<file path="config.mk">
export PLATFORM = sky130hd
export DESIGN_NAME = pipe_hazard_ctrl
export DESIGN_NICKNAME = d
export VERILOG_FILES = /design/src/rtl/pipe_hazard_ctrl.sv
export SDC_FILE = /design/constraint.sdc
export NUM_CORES = 1
export LEC_CHECK = 0
export ABC_AREA = 1
export CAP_MARGIN = 20
export CORE_ASPECT_RATIO = 0.75
export CORE_MARGIN = 10
export CORE_UTILIZATION = 40
export CTS_CLUSTER_DIAMETER = 150
export DETAILED_ROUTE_END_ITERATION = 7
export GPL_TIMING_DRIVEN = 0
export HOLD_SLACK_MARGIN = 0.12
export PLACE_DENSITY = 0.6
export SETUP_SLACK_MARGIN = 0.5
export SYNTH_ARGS = -nofsm -noshare
export SYNTH_HDL_FRONTEND = slang
export SYNTH_SLANG_ARGS = --single-unit
</file>
<file path="constraint.sdc">
create_clock -name clk -period 1.7 [get_ports clk]
set_input_delay 0.34 -clock clk [delete_from_list [all_inputs] [get_ports clk]]
set_output_delay 0.34 -clock clk [all_outputs]
set_load 0.05 [all_outputs]
</file>
<file path="src/rtl/pipe_hazard_ctrl.sv">
// Hazard, forwarding and stall controller beside the ID stage of the in-order pipeline.
// Defining HAZ_PERF_EN adds saturating load-stall, long-stall and flush event counters.
module pipe_hazard_ctrl #(
   parameter int RAW      = 5,
   parameter int STAGES   = 3,
   parameter int LOAD_LAT = 1,
   parameter int LATW     = 6,
   localparam int FW      = $clog2(STAGES)
) (
   input  logic            clk,
   input  logic            rst,
   input  logic            id_valid,
   input  logic [RAW-1:0]  id_rs1,
   input  logic [RAW-1:0]  id_rs2,
   input  logic [RAW-1:0]  id_rd,
   input  logic            id_wen,
   input  logic [1:0]      id_kind,
   input  logic [LATW-1:0] id_lat,
   input  logic            branch_taken,
   output logic            stall,
   output logic            bubble,
   output logic            if_flush,
   output logic [FW-1:0]   fwd_a,
   output logic [FW-1:0]   fwd_b,
   output logic            lu_start,
   output logic            lu_busy,
   output logic            lu_wb_valid,
`ifdef HAZ_PERF_EN
   output logic [31:0]     perf_load_stalls,
   output logic [31:0]     perf_long_stalls,
   output logic [31:0]     perf_flushes,
`endif
   output logic [RAW-1:0]  lu_wb_rd
);

   localparam logic [1:0] KIND_LOAD = 2'b01;
   localparam logic [1:0] KIND_LONG = 2'b10;

   typedef enum logic [1:0] {LU_IDLE, LU_BUSY, LU_DONE} lu_state_t;

   logic            tag_v   [STAGES];
   logic [RAW-1:0]  tag_rd  [STAGES];
   logic            tag_wen [STAGES];
   logic            tag_ld  [STAGES];
   logic [RAW-1:0]  ex_rs1;
   logic [RAW-1:0]  ex_rs2;
   lu_state_t       lu_state;
   logic [LATW-1:0] lu_count;
   logic [RAW-1:0]  lu_rd;
   logic            load_stall;
   logic            long_stall;
   logic            issue;

   // A load younger than LOAD_LAT stages cannot feed the instruction in ID yet
   always_comb begin
      load_stall = 1'b0;
      for (int k = 0; k < LOAD_LAT; k++) begin
         if (tag_v[k] && tag_wen[k] && tag_ld[k] && tag_rd[k] != '0 &&
             (tag_rd[k] == id_rs1 || tag_rd[k] == id_rs2))
            load_stall = 1'b1;
      end
      load_stall = load_stall & id_valid;
   end

   always_comb begin
      long_stall = 1'b0;
      if (id_valid && lu_state != LU_IDLE) begin
         if (id_kind == KIND_LONG)
            long_stall = 1'b1;
         if (lu_rd != '0 && (id_rs1 == lu_rd || id_rs2 == lu_rd))
            long_stall = 1'b1;
         if (id_wen && id_rd == lu_rd)
            long_stall = 1'b1;
      end
   end

   assign stall    = load_stall | long_stall;
   assign bubble   = stall;
   assign issue    = id_valid & ~stall;
   assign if_flush = id_valid & branch_taken & ~stall;

   // Long ops enter the tag pipe without a write; the long unit owns that writeback
   always_ff @(posedge clk or negedge rst) begin
      if (!rst) begin
         for (int k = 0; k < STAGES; k++) begin
            tag_v[k]   <= 1'b0;
            tag_rd[k]  <= '0;
            tag_wen[k] <= 1'b0;
            tag_ld[k]  <= 1'b0;
         end
         ex_rs1 <= '0;
         ex_rs2 <= '0;
      end else begin
         tag_v[0]   <= issue;
         tag_rd[0]  <= issue ? id_rd : '0;
         tag_wen[0] <= issue & id_wen & (id_kind != KIND_LONG);
         tag_ld[0]  <= issue & (id_kind == KIND_LOAD);
         ex_rs1     <= issue ? id_rs1 : '0;
         ex_rs2     <= issue ? id_rs2 : '0;
         for (int k = 1; k < STAGES; k++) begin
            tag_v[k]   <= tag_v[k-1];
            tag_rd[k]  <= tag_rd[k-1];
            tag_wen[k] <= tag_wen[k-1];
            tag_ld[k]  <= tag_ld[k-1];
         end
      end
   end

   // Walk oldest to youngest so the youngest producer overrides
   always_comb begin
      fwd_a = '0;
      fwd_b = '0;
      for (int k = STAGES - 1; k >= 1; k--) begin
         if (tag_v[k] && tag_wen[k] && tag_rd[k] != '0) begin
            if (tag_rd[k] == ex_rs1)
               fwd_a = FW'(k);
            if (tag_rd[k] == ex_rs2)
               fwd_b = FW'(k);
         end
      end
   end

   always_ff @(posedge clk or negedge rst) begin
      if (!rst) begin
         lu_state <= LU_IDLE;
         lu_count <= '0;
         lu_rd    <= '0;
         lu_start <= 1'b0;
      end else begin
         lu_start <= 1'b0;
         case (lu_state)
            LU_IDLE: begin
               if (issue && id_kind == KIND_LONG) begin
                  lu_state <= LU_BUSY;
                  lu_start <= 1'b1;
                  lu_rd    <= id_rd;
                  lu_count <= (id_lat == '0) ? LATW'(1) : id_lat;
               end
            end
            LU_BUSY: begin
               if (lu_count == LATW'(1))
                  lu_state <= LU_DONE;
               lu_count <= lu_count - LATW'(1);
            end
            LU_DONE: lu_state <= LU_IDLE;
            default: lu_state <= LU_IDLE;
         endcase
      end
   end

   assign lu_busy     = (lu_state != LU_IDLE);
   assign lu_wb_valid = (lu_state == LU_DONE);
   assign lu_wb_rd    = lu_wb_valid ? lu_rd : '0;

`ifdef HAZ_PERF_EN
   always_ff @(posedge clk or negedge rst) begin
      if (!rst) begin
         perf_load_stalls <= '0;
         perf_long_stalls <= '0;
         perf_flushes     <= '0;
      end else begin
         if (load_stall && perf_load_stalls != '1)
            perf_load_stalls <= perf_load_stalls + 32'd1;
         if (long_stall && perf_long_stalls != '1)
            perf_long_stalls <= perf_long_stalls + 32'd1;
         if (if_flush && perf_flushes != '1)
            perf_flushes <= perf_flushes + 32'd1;
      end
   end
`endif

endmodule

</file>
==> reports/metrics.cfg, run 1 <==
[finish]
nets = 409
drive_above_1_share_pct = 31.1
final_cell_mix = nand2_1 (62), dfrtp_1 (38), inv_1 (35)
mostFrequentLayoutCell = nand2_1
fillers = 520
final-seq-area_mm2 = 0.00116
area_delta_synth_final_pct = 45.8
fin_cells = 460
multiInputGateArea_mm2 = 0.00132
design_area_mm2 = 0.00363

[worst_setup_path]
start_kind = register
cp.arrival_ps = 1830
timing.critical_path.required_ps = 1360
path_class = reg2out
end_kind = output port
worstPathMaxFanout = 7

[clock_network]
cts_root_buf = clkbuf_8
cts_tree = built
clk_pin_slew_ps = 80
h-tree-depth = 2
clockBufferDepth = 2
insertion_delay_ps = 290
cts.sinks = 46
cts_made_buffers = 5

[detailed_routing]
wl_um = 5880
ant_nets = 0
dr.pass1.iters = 4
drt_iter0_drc = 83
vias = 2090
wl_per_cell_um = 12.8
avgViaCountPerCell = 4.54
drc = 0

[grt]
grt.total_usage_pct = 12.0
grt-ovfl-total = 0
grt_pass1_vias = 1996
grt_first_pass_wirelength_um = 9720
antenna_found_initial = 2
grt_max_degree = 37

[power]
peakVddDrop_mv = 0.809
powerDensity_mw_per_mm2 = 1260
cellLeakagePower_nw = 1.82
power.total_w = 0.00457

[timing]
holdWs_ps = 322
finalMaxSlewViolations = 0
period_minus_slack_ps = 2170
rsz0062_at_grt = yes
tightest_slew_ps = 333
fmax_ghz = 0.462
tns_ps = -4790
hold_violations = 0
fin_crit_sh_pct = 127
finClkSkew_ps = 3.53
slew_headroom_pct = 77.6
fin_ws_ps = -466
setup_viol = 25

[logic_synthesis]
synthesis.nets = 341
synth_area_mm2 = 0.00249
syn_avg_cell_area_um2 = 8.00
synth_warnings = 0
yosys_register_bits = 46
ys_seq_area_share_pct = 46.3
syn_inst = 311
synth.distinct_cells = 27

[floorplan]
start_util_pct = 42.0
die_y_um = 88.3
die_w_um = 111
core_mm2 = 0.00592
ioPinCount = 43
dieArea_mm2 = 0.00981
num_rows = 24

[placement]
dp_hpwl_um = 4570
placement.io_buffers = 42
postPlaceCellArea_mm2 = 0.00315
dp.cells = 432
globalplace.congestion = 0.854

[run]
maxCapViolCount = 0

[status]
status = complete, but fails checks
violations = negative setup slack

[hold_path]
hp-class = in2reg

power breakdown:
part / switching [W] / internal (W) / leakage (nW) / total, W
logic: 0.00117 / 0.000960 / 1.19 / 0.00213
clock network: 0.000358 / 0.000439 / 0.0514 / 0.000796
registers: 0.000291 / 0.00136 / 0.583 / 0.00165
total: 0.00181 / 0.00276 / 1.82 / 0.00457
critical path, stage by stage, from the launching register on:
cell	delay (ps)
dfrtp_1	380
buf_6	140
xor2_1	140
nor2_1	130
nand3_1	90
nand2_1	70
nand2_1	60
nand2_1	70
nand2_2	70
a21oi_4	140
buf_6	110
buf_8	130
layout make-up:
class                   instances  share of cell area (%)
repair buffers                 61                    18.3
multi-input cells             209                    36.5
diodes                          2                   0.138
plain buffers                   6                    2.10
clock buffers                   6                    2.00
clock inverters                 2                    1.04
flip-flops and latches         46                    32.0
well taps                      78                    2.69
inverters                      50                    5.24
worst paths after layout:
check | start | to | slack (ps) | cells after the start
max in group asynchronous | rst | tag_rd[7]$_DFF_PN0_ | 790 | 3
min reg2reg | tag_v[2]$_DFF_PN0_ | tag_v[1]$_DFF_PN0_ | 410 | 0
min | id_rd[2] | tag_rd[12]$_DFF_PN0_ | 320 | 3
max | lu_rd[0]$_DFFE_PN0P_ | stall | -470 | 11
min in group asynchronous | rst | lu_count[2]$_DFFE_PN0P_ | 440 | 2
max reg2reg | lu_rd[0]$_DFFE_PN0P_ | ex_rs2[2]$_DFF_PN0_ | -200 | 14
through the flow:
step           setup WS (ps)  util, %
6_report                -466     61.3
5_1_grt                 -582     61.3
4_1_cts                 -469     57.4
3_5_place_dp           -1230     53.2
3_3_place_gp           -1240     52.9
2_1_floorplan           -255        -
registers in the layout (all words and copies together) (netlist names):
signal,cells
ex_rs1,5
lu_start,1
lu_state,2
tag_v,3
tag_wen,3
lu_rd,5
tag_rd,15
ex_rs2,5
lu_count,6
tag_ld,1
layer usage:
metal / global-route usage [%] / vias to the layer above / part of all wire [%]
li1: - / 1098 / -
met1: 15.8 / 944 / 48
met2: 18.1 / 44 / 44
met3: 5.14 / 4 / 7.8
met4: 2.79 / 0 / 0.66
met5: 0 / - / 0
cell families after synthesis:
group           synth area share, %
xor+xnor                       10.6
fa+ha+maj                      1.01
simple gates                   28.5
buf+inv                        9.66
flops                          46.3
compound gates                 3.97
cells in the mapped netlist:
library cell  instances  area [µm²]
a21oi_1               3        15.0
a22oi_1               1        7.51
buf_4                 3        22.5
buf_6                 1        11.3
buf_8                 1        15.0
clkbuf_1              1        3.75
clkinv_1              1        3.75
dfrtp_1              46        1150
ha_1                  2        25.0
inv_1                47         176
inv_2                 2        7.51
nand2_1              67         251
nand2_2               2        12.5
nand3_1              19        95.1
nand3_4               1        17.5
nand4_1               7        43.8
nand4_4               1        21.3
nor2_1               44         165
nor2_2                8        50.1
nor2_4                1        11.3
nor3_1                7        35.0
nor4_1                1        6.26
o21ai_0              13        65.1
o21ai_1               1        5.00
o22ai_1               1        6.26
xnor2_1              15         131
xor2_1               15         131
timing repair:
action                                  CTS  global route
endpoints found under the hold margin    10             0
gates cloned                              0             1
gates resized for setup                 146            35
hold buffers                              1             0
setup buffers                             7             9
pin swaps                                11            18
endpoints found under the setup margin   47            47
(Power assumes the default switching activity.)
==> run 2, diff against run 1 <==
--- a/config.mk
+++ b/config.mk
@@ -6,11 +6,12 @@
 export NUM_CORES = 1
 export LEC_CHECK = 0
 export ABC_AREA = 1
+export ABC_CLOCK_PERIOD_IN_PS = 1700
 export CAP_MARGIN = 20
 export CORE_ASPECT_RATIO = 0.75
 export CORE_MARGIN = 10
 export CORE_UTILIZATION = 40
-export CTS_CLUSTER_DIAMETER = 150
+export CTS_CLUSTER_DIAMETER = 80
 export DETAILED_ROUTE_END_ITERATION = 7
 export GPL_TIMING_DRIVEN = 0
 export HOLD_SLACK_MARGIN = 0.12
==> results of run 2 <==
No change in the layout: final DEF, timing and power equal those of run 1.
==> run 3, diff against run 2 <==
--- a/config.mk
+++ b/config.mk
@@ -6,16 +6,16 @@
 export NUM_CORES = 1
 export LEC_CHECK = 0
 export ABC_AREA = 1
-export ABC_CLOCK_PERIOD_IN_PS = 1700
+export ABC_CLOCK_PERIOD_IN_PS = 2300
 export CAP_MARGIN = 20
 export CORE_ASPECT_RATIO = 0.75
 export CORE_MARGIN = 10
-export CORE_UTILIZATION = 40
+export CORE_UTILIZATION = 53
 export CTS_CLUSTER_DIAMETER = 80
 export DETAILED_ROUTE_END_ITERATION = 7
 export GPL_TIMING_DRIVEN = 0
 export HOLD_SLACK_MARGIN = 0.12
-export PLACE_DENSITY = 0.6
+export PLACE_DENSITY = 0.77
 export SETUP_SLACK_MARGIN = 0.5
 export SYNTH_ARGS = -nofsm -noshare
 export SYNTH_HDL_FRONTEND = slang
==> constraint.sdc (replaced) <==
create_clock -name clk -period 2.3 [get_ports clk]
set_input_delay 0.46 -clock clk [delete_from_list [all_inputs] [get_ports clk]]
set_output_delay 0.46 -clock clk [all_outputs]
set_load 0.05 [all_outputs]
==> reports/metrics.cfg, run 3 (synthesized netlist as in run 1, its figures left out) <==
[status]
status = complete, but fails checks
violations = negative setup slack

[floorplan]
ioPinCount = 43  ; unchanged
start_util_pct = 55.4  ; +13 points
dieArea_mm2 = 0.00786  ; -20%
core_mm2 = 0.00449  ; -24%
die_y_um = 79.3  ; -10%
die_w_um = 99.1  ; -11%
num_rows = 21  ; -13%

[worst_setup_path]
cp_cell_sequence = buf_6 -> xor2_1 -> nor2_1 -> nand3_1 -> nand2_1 -> nand2_1 -> nand2_1 -> nand2_2 -> a21oi_4 -> buf_6 -> buf_8
cp_slowest_cell = dfrtp_1
worstPathMaxFanout = 5  ; -2
path_class = reg2out
slowest_delay_ps = 380  ; about the same
cp.arrival_ps = 1920  ; +90 ps
start_kind = register
reg2reg_depth = 14  ; unchanged
end_kind = output port
timing.critical_path.required_ps = 1840  ; +480 ps
cp_common_cell = nand2_1

[run]
maxCapViolCount = 0  ; unchanged

[timing]
fin_ws_ps = -83.8  ; +382 ps
period_minus_slack_ps = 2380
tightest_slew_ps = 488  ; +155 ps
fin_crit_sh_pct = 104
tns_ps = -141  ; +4650 ps
finalMaxSlewViolations = 0  ; unchanged
slew_headroom_pct = 67.6  ; -10 points
setup_viol = 2  ; -92%
finClkSkew_ps = 6.53  ; +2.99 ps
hold_violations = 0  ; unchanged
rsz0062_at_grt = yes
fmax_ghz = 0.420

[detailed_routing]
dr.pass1.iters = 4  ; unchanged
drc = 0  ; unchanged
ant_nets = 0  ; unchanged
avgViaCountPerCell = 5.07  ; +12%
wl_um = 6430  ; +9.3%
vias = 2222  ; +6.3%
drt_iter0_drc = 173  ; +110%
wl_per_cell_um = 14.7  ; +15%

[clock_network]
cts_made_buffers = 5  ; unchanged
clk_pin_slew_ps = 90  ; about the same
h-tree-depth = 2  ; unchanged
insertion_delay_ps = 300  ; about the same
cts.sinks = 46  ; unchanged
cts_tree = built
cts_root_buf = clkbuf_8
clockBufferDepth = 2  ; unchanged

[finish]
fillers = 294  ; -43%
fin_cells = 438  ; -4.8%
drive_above_1_share_pct = 28.4  ; -2.6 points
top_regs = tag_rd: 15 flops, lu_count: 6 flops
final_cell_mix = nand2_1 (64), dfrtp_1 (41), inv_1 (36)
top_register = tag_rd
nets = 409  ; unchanged
final_util_pct = 79.6  ; +18 points
design_area_mm2 = 0.00358  ; -1.3%
area_delta_synth_final_pct = 43.9
largest_reg_flops = 15  ; unchanged
mostFrequentLayoutCell = nand2_1

[power]
cellLeakagePower_nw = 1.81  ; -0.86%
peakVddDrop_mv = 0.620  ; -23%
powerDensity_mw_per_mm2 = 950  ; -25%
power.total_w = 0.00340  ; -26%

[grt]
grt.total_usage_pct = 15.3  ; +3.3 points
antenna_found_initial = 1  ; -1
grt_pass1_vias = 2082  ; +4.3%
grt_max_degree = 44  ; +19%
grt_first_pass_wirelength_um = 9870  ; +1.6%
grt-ovfl-total = 0  ; unchanged

[placement]
dp_hpwl_um = 4420  ; -3.3%
postPlaceCellArea_mm2 = 0.00309  ; -1.9%
dp.cells = 411  ; -4.9%
globalplace.congestion = 0.867  ; +1.5%
placement.io_buffers = 42  ; unchanged

[hold_path]
hp-class = reg2reg
hold_depth = 0  ; -3

## run 3: worst paths after layout
check / slack, ps / end / start
worst max-delay path: -80 / stall / lu_rd[1]$_DFFE_PN0P_
worst min-delay path: 400 / tag_v[1]$_DFF_PN0_ / tag_v[2]$_DFF_PN0_
worst max register to register: 330 / tag_v[2]$_DFF_PN0_ / lu_rd[1]$_DFFE_PN0P_
worst min register to register: 400 / tag_v[1]$_DFF_PN0_ / tag_v[2]$_DFF_PN0_
max in group asynchronous: 1360 / tag_rd[7]$_DFF_PN0_ / rst
min in group asynchronous: 490 / lu_state[0]$_DFFE_PN0P_ / rst
## run 3: repair_timing
action | CTS | global route
pin swaps | 20 | 10
hold buffers | 1 | 0
buffers inserted | 8 | 8
endpoints found under the setup margin | 34 | 26
resized for setup | 124 | 38
hold endpoints to repair | 3 | 0
cloned | 1 | 0
## run 3: where the power goes
group          total (W)  internal (W)  switching [W]  leakage [nW]
clock           0.000594      0.000324       0.000270        0.0514
sequential       0.00120       0.00100       0.000202         0.586
combinational    0.00160      0.000681       0.000922          1.17
total            0.00340       0.00201        0.00139          1.81
## run 3: stage by stage
step                      setup WS, ps  hold WS (ps)
after floorplan                    224           164
after CTS                        -22.8           396
after global placement            -854           359
after global routing              -212           420
final                            -83.8           398
after detailed placement          -930           282
## run 3: area by class of cell
type	count	area, µm²	area share [%]
multi-input combinational	209	1330	37.1
sequential	46	1160	32.3
timing repair buffer	61	647	18.1
inverter	50	195	5.45
clock buffer	6	72.6	2.03
tap	57	71.3	1.99
buffer	6	68.8	1.92
clock inverter	2	37.5	1.05
antenna	1	2.50	0.0699
## run 3: critical path: cells and delay by family, from the launching register on
family / cells / cell delay, ps
AOI/OAI and AO/OA: 1 / 150
xor gates and xnor gates: 1 / 140
and+or+nand+nor: 6 / 580
DFF: 1 / 380
buffers and inverters: 3 / 370
## run 3: per-layer routing
layer  share of wire (%)  track usage, %  routed length (µm)
met5                   0               0                   0
met2                  50            23.0                3180
met4                 1.5            5.71                  96
met1                  42            19.6                2700
met3                 7.0            5.88                 448
